--- config.mk ---
export PLATFORM = sky130hd
export DESIGN_NAME = shift_seq_unit
export DESIGN_NICKNAME = d
export VERILOG_FILES = /design/src/rtl/shift_seq_unit.sv
export SDC_FILE = /design/constraint.sdc
export NUM_CORES = 1
export LEC_CHECK = 0
export CORE_ASPECT_RATIO = 1.2
export CORE_MARGIN = 2
export CORE_UTILIZATION = 45
export CTS_BUF_LIST = sky130_fd_sc_hd__clkbuf_2
export DETAILED_ROUTE_END_ITERATION = 7
export PLACE_DENSITY = 0.78
export SLEW_MARGIN = 20
export SYNTH_ARGS = -nofsm -noshare
export SYNTH_HDL_FRONTEND = slang
export SYNTH_SLANG_ARGS = --single-unit
--- constraint.sdc ---
create_clock -name clk -period 1.5 [get_ports clk]
set_input_delay 0.15 -clock clk [delete_from_list [all_inputs] [get_ports clk]]
set_output_delay 0.15 -clock clk [all_outputs]
set_load 0.005 [all_outputs]
--- src/rtl/shift_seq_unit.sv ---
`default_nettype none
// ============================================================================
// Module      : shift_seq_unit
// Description : Multi-cycle WIDTH-bit shift/rotate unit. The operand moves one
//               bit position per clock for a run-time number of steps.
//               Operations are LSL, LSR, ASR, ROL and ROR. A start/ready/done
//               handshake controls the unit. The last bit shifted out is
//               reported on carry_out.
// Ports       : clk        - rising-edge clock
//               rst        - synchronous active-high reset
//               start      - request, sampled only while ready=1
//               data_in    - operand, captured on the start edge
//               amount     - number of single-bit steps, captured on start
//               mode       - 000 LSL, 001 LSR, 010 ASR, 011 ROL, 100 ROR,
//                            101-111 reserved
//               shift_in   - fill bit for LSL (into LSB) and LSR (into MSB)
//               ready      - high in IDLE
//               busy       - high in SHIFT
//               done       - one-cycle completion pulse
//               result     - shifted operand, held until the next start
//               carry_out  - last bit shifted/rotated out, 0 if no step taken
//               mode_err   - high with done when the accepted mode was reserved
// Revision    : 1.0 - initial release
// ============================================================================
module shift_seq_unit #(
    parameter int WIDTH = 8,
    parameter int AMT_W = $clog2(WIDTH) + 1
) (
    input  logic             clk,
    input  logic             rst,
    input  logic             start,
    input  logic [WIDTH-1:0] data_in,
    input  logic [AMT_W-1:0] amount,
    input  logic [2:0]       mode,
    input  logic             shift_in,
    output logic             ready,
    output logic             busy,
    output logic             done,
    output logic [WIDTH-1:0] result,
    output logic             carry_out,
    output logic             mode_err
);

    localparam logic [1:0] S_IDLE  = 2'd0;
    localparam logic [1:0] S_SHIFT = 2'd1;
    localparam logic [1:0] S_DONE  = 2'd2;

    localparam logic [2:0] M_LSL = 3'd0;
    localparam logic [2:0] M_LSR = 3'd1;
    localparam logic [2:0] M_ASR = 3'd2;
    localparam logic [2:0] M_ROL = 3'd3;
    localparam logic [2:0] M_ROR = 3'd4;

    localparam logic [AMT_W-1:0] c_one = AMT_W'(1);

    logic [1:0]       r_state;
    logic [1:0]       w_state_next;
    logic [WIDTH-1:0] r_result;
    logic [AMT_W-1:0] r_count;
    logic [2:0]       r_mode;
    logic             r_fill;
    logic             r_carry;
    logic             r_mode_err;
    logic [WIDTH-1:0] w_step_result;
    logic             w_step_out;
    logic             w_mode_rsvd;
    logic             w_no_steps;

    // Modes above ROR are reserved; such requests complete without shifting.
    assign w_mode_rsvd = (mode > M_ROR);
    assign w_no_steps  = (amount == '0) || w_mode_rsvd;

    // One single-bit step of the latched operation.
    always_comb begin
        w_step_result = r_result;
        w_step_out    = 1'b0;
        case (r_mode)
            M_LSL: begin
                w_step_result = {r_result[WIDTH-2:0], r_fill};
                w_step_out    = r_result[WIDTH-1];
            end
            M_LSR: begin
                w_step_result = {r_fill, r_result[WIDTH-1:1]};
                w_step_out    = r_result[0];
            end
            M_ASR: begin
                w_step_result = {r_result[WIDTH-1], r_result[WIDTH-1:1]};
                w_step_out    = r_result[0];
            end
            M_ROL: begin
                w_step_result = {r_result[WIDTH-2:0], r_result[WIDTH-1]};
                w_step_out    = r_result[WIDTH-1];
            end
            M_ROR: begin
                w_step_result = {r_result[0], r_result[WIDTH-1:1]};
                w_step_out    = r_result[0];
            end
            default: begin
                w_step_result = r_result;
                w_step_out    = 1'b0;
            end
        endcase
    end

    // State register.
    always_ff @(posedge clk) begin
        if (rst) begin
            r_state <= S_IDLE;
        end else begin
            r_state <= w_state_next;
        end
    end

    // Next-state logic. SHIFT is only entered with a non-zero count, so the
    // last step is the one taken while the count equals one.
    always_comb begin
        w_state_next = r_state;
        case (r_state)
            S_IDLE: begin
                if (start) begin
                    w_state_next = w_no_steps ? S_DONE : S_SHIFT;
                end
            end
            S_SHIFT: begin
                if (r_count == c_one) begin
                    w_state_next = S_DONE;
                end
            end
            S_DONE:  w_state_next = S_IDLE;
            default: w_state_next = S_IDLE;
        endcase
    end

    // Datapath: operand capture and stepping. The count always runs the raw
    // amount, so amounts beyond WIDTH take the full number of cycles.
    always_ff @(posedge clk) begin
        if (rst) begin
            r_result   <= '0;
            r_count    <= '0;
            r_mode     <= M_LSL;
            r_fill     <= 1'b0;
            r_carry    <= 1'b0;
            r_mode_err <= 1'b0;
        end else begin
            case (r_state)
                S_IDLE: begin
                    if (start) begin
                        r_result   <= data_in;
                        r_count    <= amount;
                        r_mode     <= mode;
                        r_fill     <= shift_in;
                        r_carry    <= 1'b0;
                        r_mode_err <= w_mode_rsvd;
                    end
                end
                S_SHIFT: begin
                    r_result <= w_step_result;
                    r_carry  <= w_step_out;
                    r_count  <= r_count - c_one;
                end
                default: begin
                    r_result <= r_result;
                end
            endcase
        end
    end

    assign ready     = (r_state == S_IDLE);
    assign busy      = (r_state == S_SHIFT);
    assign done      = (r_state == S_DONE);
    assign result    = r_result;
    assign carry_out = r_carry;
    assign mode_err  = (r_state == S_DONE) && r_mode_err;

endmodule
`default_nettype wire

## Word level (Yosys, flattened, before mapping)

Index checks and enable logic that the tools add are counted.

- Add/sub/neg operators: 1
- Magnitude comparators: 1
- Eq/ne operators: 12
- Muxes and demuxes: 12
- Reduce and logical (&&, ||, !) cells: 13

Operator list:

| cell | count |
|---|---|
| one-hot mux 8 bit (5 select lines) | 1 |
| one-hot mux 8 bit (2 select lines) | 1 |
| 2-to-1 mux 8 bit | 1 |
| one-hot mux 4 bit (2 select lines) | 1 |
| equality test 3 x 2 -> 1 bit, second input constant | 2 |
| 2-to-1 mux 2 bit | 3 |
| inequality test 6 x 1 -> 1 bit, second input constant | 1 |
| AND reduction 2 bit | 3 |
| inequality test 5 x 1 -> 1 bit, second input constant | 1 |
| equality test 4 x 1 -> 1 bit, second input constant | 1 |
| zero test 4 bit | 1 |
| 2-to-1 mux 4 bit | 1 |
| inequality test 2 bit, second input constant | 2 |
| one-hot mux 1 bit (2 select lines) | 2 |
| one-hot mux 2 bit (2 select lines) | 1 |
| AND reduction 4 bit | 1 |
| subtractor 4 x 1 -> 4 bit, second input constant | 1 |
| equality test 3 x 1 -> 1 bit, second input constant | 1 |
| equality test 3 bit, second input constant | 1 |
| > comparator 3 bit, second input constant | 1 |
| zero test 3 bit | 1 |
| AND reduction 3 bit | 1 |
| OR reduction 3 bit | 1 |
| equality test 2 x 1 -> 1 bit, second input constant | 1 |
| 8 further kinds | 8 |

- Register bits after elaboration: 20
- Input bits: 19
- Output and inout bits: 13
- Word-level logic and storage cells: 47

## Logic depth before layout (Yosys ltp)

Gate-level depths: netlist (run 1).

- Depth after elaboration: 5
- Gate-level depth with buffers: 6
- Depth with buffers taken out: 5

## Least setup slack after synthesis (run 1)

No wires, ideal clock.

- Kind: flip-flop to flip-flop
- Start point: register r_mode[2]
- End point: register r_result[5], in the netlist result[5]
- Setup time: 133 ps
- Data arrival time: 1325 ps
- Data required time: 1367 ps
- Slack: 42 ps
- Stages on the path, launching flop included: 6
- Buffers on the path: 1
- Clock period less this slack: 1458 ps
- Path through: dfxtp_1 > buf_6 > o21a_1 > or4_1 > o211ai_1 > a311oi_1

- Cells in the longest elaborated chain, start to end: 3
- Elaborated cells between the ends (all ways): 9
- Classes of those cells: eq/ne: 5; mux: 2; reduce/logical: 2

Ends and longest elaborated chain:

| element | RTL line | source |
|---|---|---|
| from (decl) | 60 | `logic [2:0] r_mode;` |
| from (signal assigned) | 150 | `r_mode <= mode;` |
| equality test 3 bit (tied with other cells) | 77 | `case (r_mode)` |
| one-hot mux 8 bit (5 select lines) / inequality test 6 x 1 -> 1 bit (equally long branches) | -- |  |
| one-hot mux 8 bit (2 select lines) / AND reduction 3 bit (equally long branches) | -- |  |
| to (signal assigned) | 148 | `r_result <= data_in;` |
| to (signal assigned) | 157 | `r_result <= w_step_result;` |
| to (signal assigned) | 162 | `r_result <= r_result;` |
| to (decl) | 58 | `logic [WIDTH-1:0] r_result;` |

Several ways; a longest one is shown, not always the timed one.
A chain may end at the register's enable or synchronous reset.

## Worst setup path after layout (run 1)

Same ends and word-level chain as after synthesis.

==> results of run 1 <==
[logic make-up (layout without fill, tap and decap cells)]
logic type	count (synthesis)	count (layout)	synth area share, %
simple gates	65	65	27.5
compound gates	42	42	25.2
flops	20	20	32.5
buf+inv	18	63	8.01
mux	5	5	4.16
fa+ha+maj	2	2	2.03
xor+xnor	1	1	0.710
[area by class of cell]
type                       count  area (sq um)  area share, %
multi-input combinational    115           786           43.7
clock buffer                   3          15.0          0.836
sequential                    20           415           23.1
timing repair buffer          53           487           27.1
tap                           33          41.3           2.30
clock inverter                 1          30.0           1.67
inverter                       6          22.5           1.25
[power breakdown]
part / internal, mW / switching, mW / total, mW
combinational: 0.357 / 0.290 / 0.648
sequential: 0.602 / 0.0843 / 0.686
clock: 0.230 / 0.179 / 0.409
[timing repair]
action                     4_1_cts  5_1_grt
pin swaps                        3        2
resized for setup               17        8
setup buffers                    7        1
setup endpoints to repair       12       12
[routing by layer]
metal,wire length [um],up-vias,GRT usage (%)
li1,-,653,-
met1,1380,607,24.7
met2,1650,38,41.8
met3,138,4,2.18
met4,10,0,4.51
met5,0,-,0
[cells in the final DEF (no fill, tap or decap), types with 2 or more instances in the layout]
master / n
and2_1: 2
nor3_1: 4
dfxtp_2: 6
nor4_1: 2
a21oi_1: 11
clkbuf_2: 3
inv_1: 5
buf_4: 20
mux2i_1: 4
o211ai_1: 7
dfxtp_1: 12
nand2_1: 20
o21ai_0: 2
nor3_4: 2
dlygate4sd2_1: 4
a31oi_1: 2
ha_1: 2
nor2b_1: 2
clkdlybuf4s50_1: 27
a211oi_1: 2
nand3b_1: 2
a311oi_1: 7
or4_1: 6
nor2_1: 16
dfxtp_4: 2
[registers in the layout, indices dropped and copies added, names as in the netlist]
register / count
result: 8
r_count: 4
r_mode: 3
r_state: 2
carry_out: 1
r_fill: 1
r_mode_err: 1
[through the flow]
| step | util, % | cell area, sq um |
|---|---|---|
| 5_1_grt | 69.7 | 1800 |
| 6_report | 69.7 | 1800 |
| 3_5_place_dp | 62.6 | 1610 |
| 4_1_cts | 67.6 | 1740 |
| 3_3_place_gp | 62.6 | 1610 |
| 2_1_floorplan | - | 1230 |
[critical path: stages, from the launching register on]
cell and delay (ns):
dfxtp_2 0.41, o21a_4 0.24, buf_6 0.12, nor3_4 0.25, o211ai_1 0.12, a311oi_1 0.29
[final timing paths]
path                                              start                      end  cells after the start
worst min-delay path                           shift_in      r_fill$_SDFFE_PP0P_                      3
worst max-delay path             r_mode[2]$_SDFFE_PP0P_   result[5]$_SDFFE_PP0P_                      5
worst min register to register  r_mode_err$_SDFFE_PP0P_  r_mode_err$_SDFFE_PP0P_                      2
worst max register to register   r_mode[2]$_SDFFE_PP0P_   result[5]$_SDFFE_PP0P_                      5
==> results.cfg, run 1 <==
[outcome]
status = finished, violations left
violations = setup timing

[drt]
drt_iter0_markers = 24
viasPerCell = 5.64
final_antenna_net_count = 0
drt-total-wl_mm = 3.18
route.detailed.drc = 0
wire_per_inst_um = 13.8
vias = 1302
drt_first_pass_iters = 6

[synth]
synth_top_cell_by_area = dfxtp_1
synth_top_area_share_pct = 32.5
syn_area_sq_um = 1230
avgSynthCellArea_sq_um = 8.06
ys_warn_count = 0
synth-seq-area-share_pct = 32.5
synth_edf_count = 0
synth_area_leaders = dfxtp_1 32%, nand2_1 6.1%, nor2_1 5.2%
ys.flop_type = dfxtp_1
synth_nets = 174
synthArstFlopShare_pct = 0
ys_seq_elements = 20
synthCells = 153
synthTopCellsByCount = 20 x dfxtp_1, 20 x nand2_1, 17 x nor2_1
yosysUniqueCellTypes = 42

[setup_path]
crit_type = reg -> reg
required_ns = 1.74
r2r_slack_ns = -0.004
crit_fanout = 7
cp-end-kind = flop
worstPathArrival_ns = 1.75
cp-start-kind = flop

[clock_tree]
cts_buffer_depth = 2
path_clk_slew_ns = 0.21
ctsHoldBuffers = 0
cts_tree = yes
cts_buffers = 3
cts_max_level = 1
clk_latency_ns = 0.32
cts_sinks = 20
root_buffer = clkbuf_2

[sta]
finalHoldWorstSlack_ns = 0.350
setup_viol = 1
fin_worst_skew_ns = 0.00509
finalCritPeriodShare_pct = 100
setup_tns_ns = -0.00352
rsz0062_at_grt = yes
slew_viol_final = 0
final_hold_viol_count = 0
max_freq_ghz = 0.665
relSlewSlack_pct = 78.9
fin_ws_ns = -0.00352
period_minus_slack_ns = 1.50
tightest_slew_ns = 0.312

[power_and_ir_drop]
totalPowerFinal_mw = 1.74
p_leak_nw = 0.716
powerDensity_nw_per_um2 = 970
peakVddDrop_mv = 0.614

[place]
post-place-ws_ns = -0.0647
gp_congestion = 0.863
dp_hpwl_mm = 2.36
portBuffers = 31
place_inst = 219

[worst_hold_path]
hp-class = in -> reg

[floorplan]
die_y_um = 61.4
die_w_um = 51.8
start_util_pct = 47.9
rows = 20
core_area_sq_um = 2580
dieArea_sq_um = 3180
num_io_pins = 32

[run]
cap_violations = 0

[cells_and_area]
finalNonFillerCells = 231
fin_nets = 220
drive_gt1_share_pct = 24.2
fill_cells = 221
syn2layout_area_growth_pct = 45.6
antenna_cells = 0

[global_route]
grt_overflow = 0
grt_max_degree = 15
first_global_vias = 1166
antenna_found_initial = 0
gr-usage-all-layers_pct = 21.2
grt_pass1_wl_mm = 5.12
Note: power is estimated with default switching activity, not from simulation.
==> run 2: changes to the inputs <==
CAP_MARGIN = 30   (was not set)
==> results of run 2 <==
The final DEF is identical to that of run 1; final timing and power are the same.
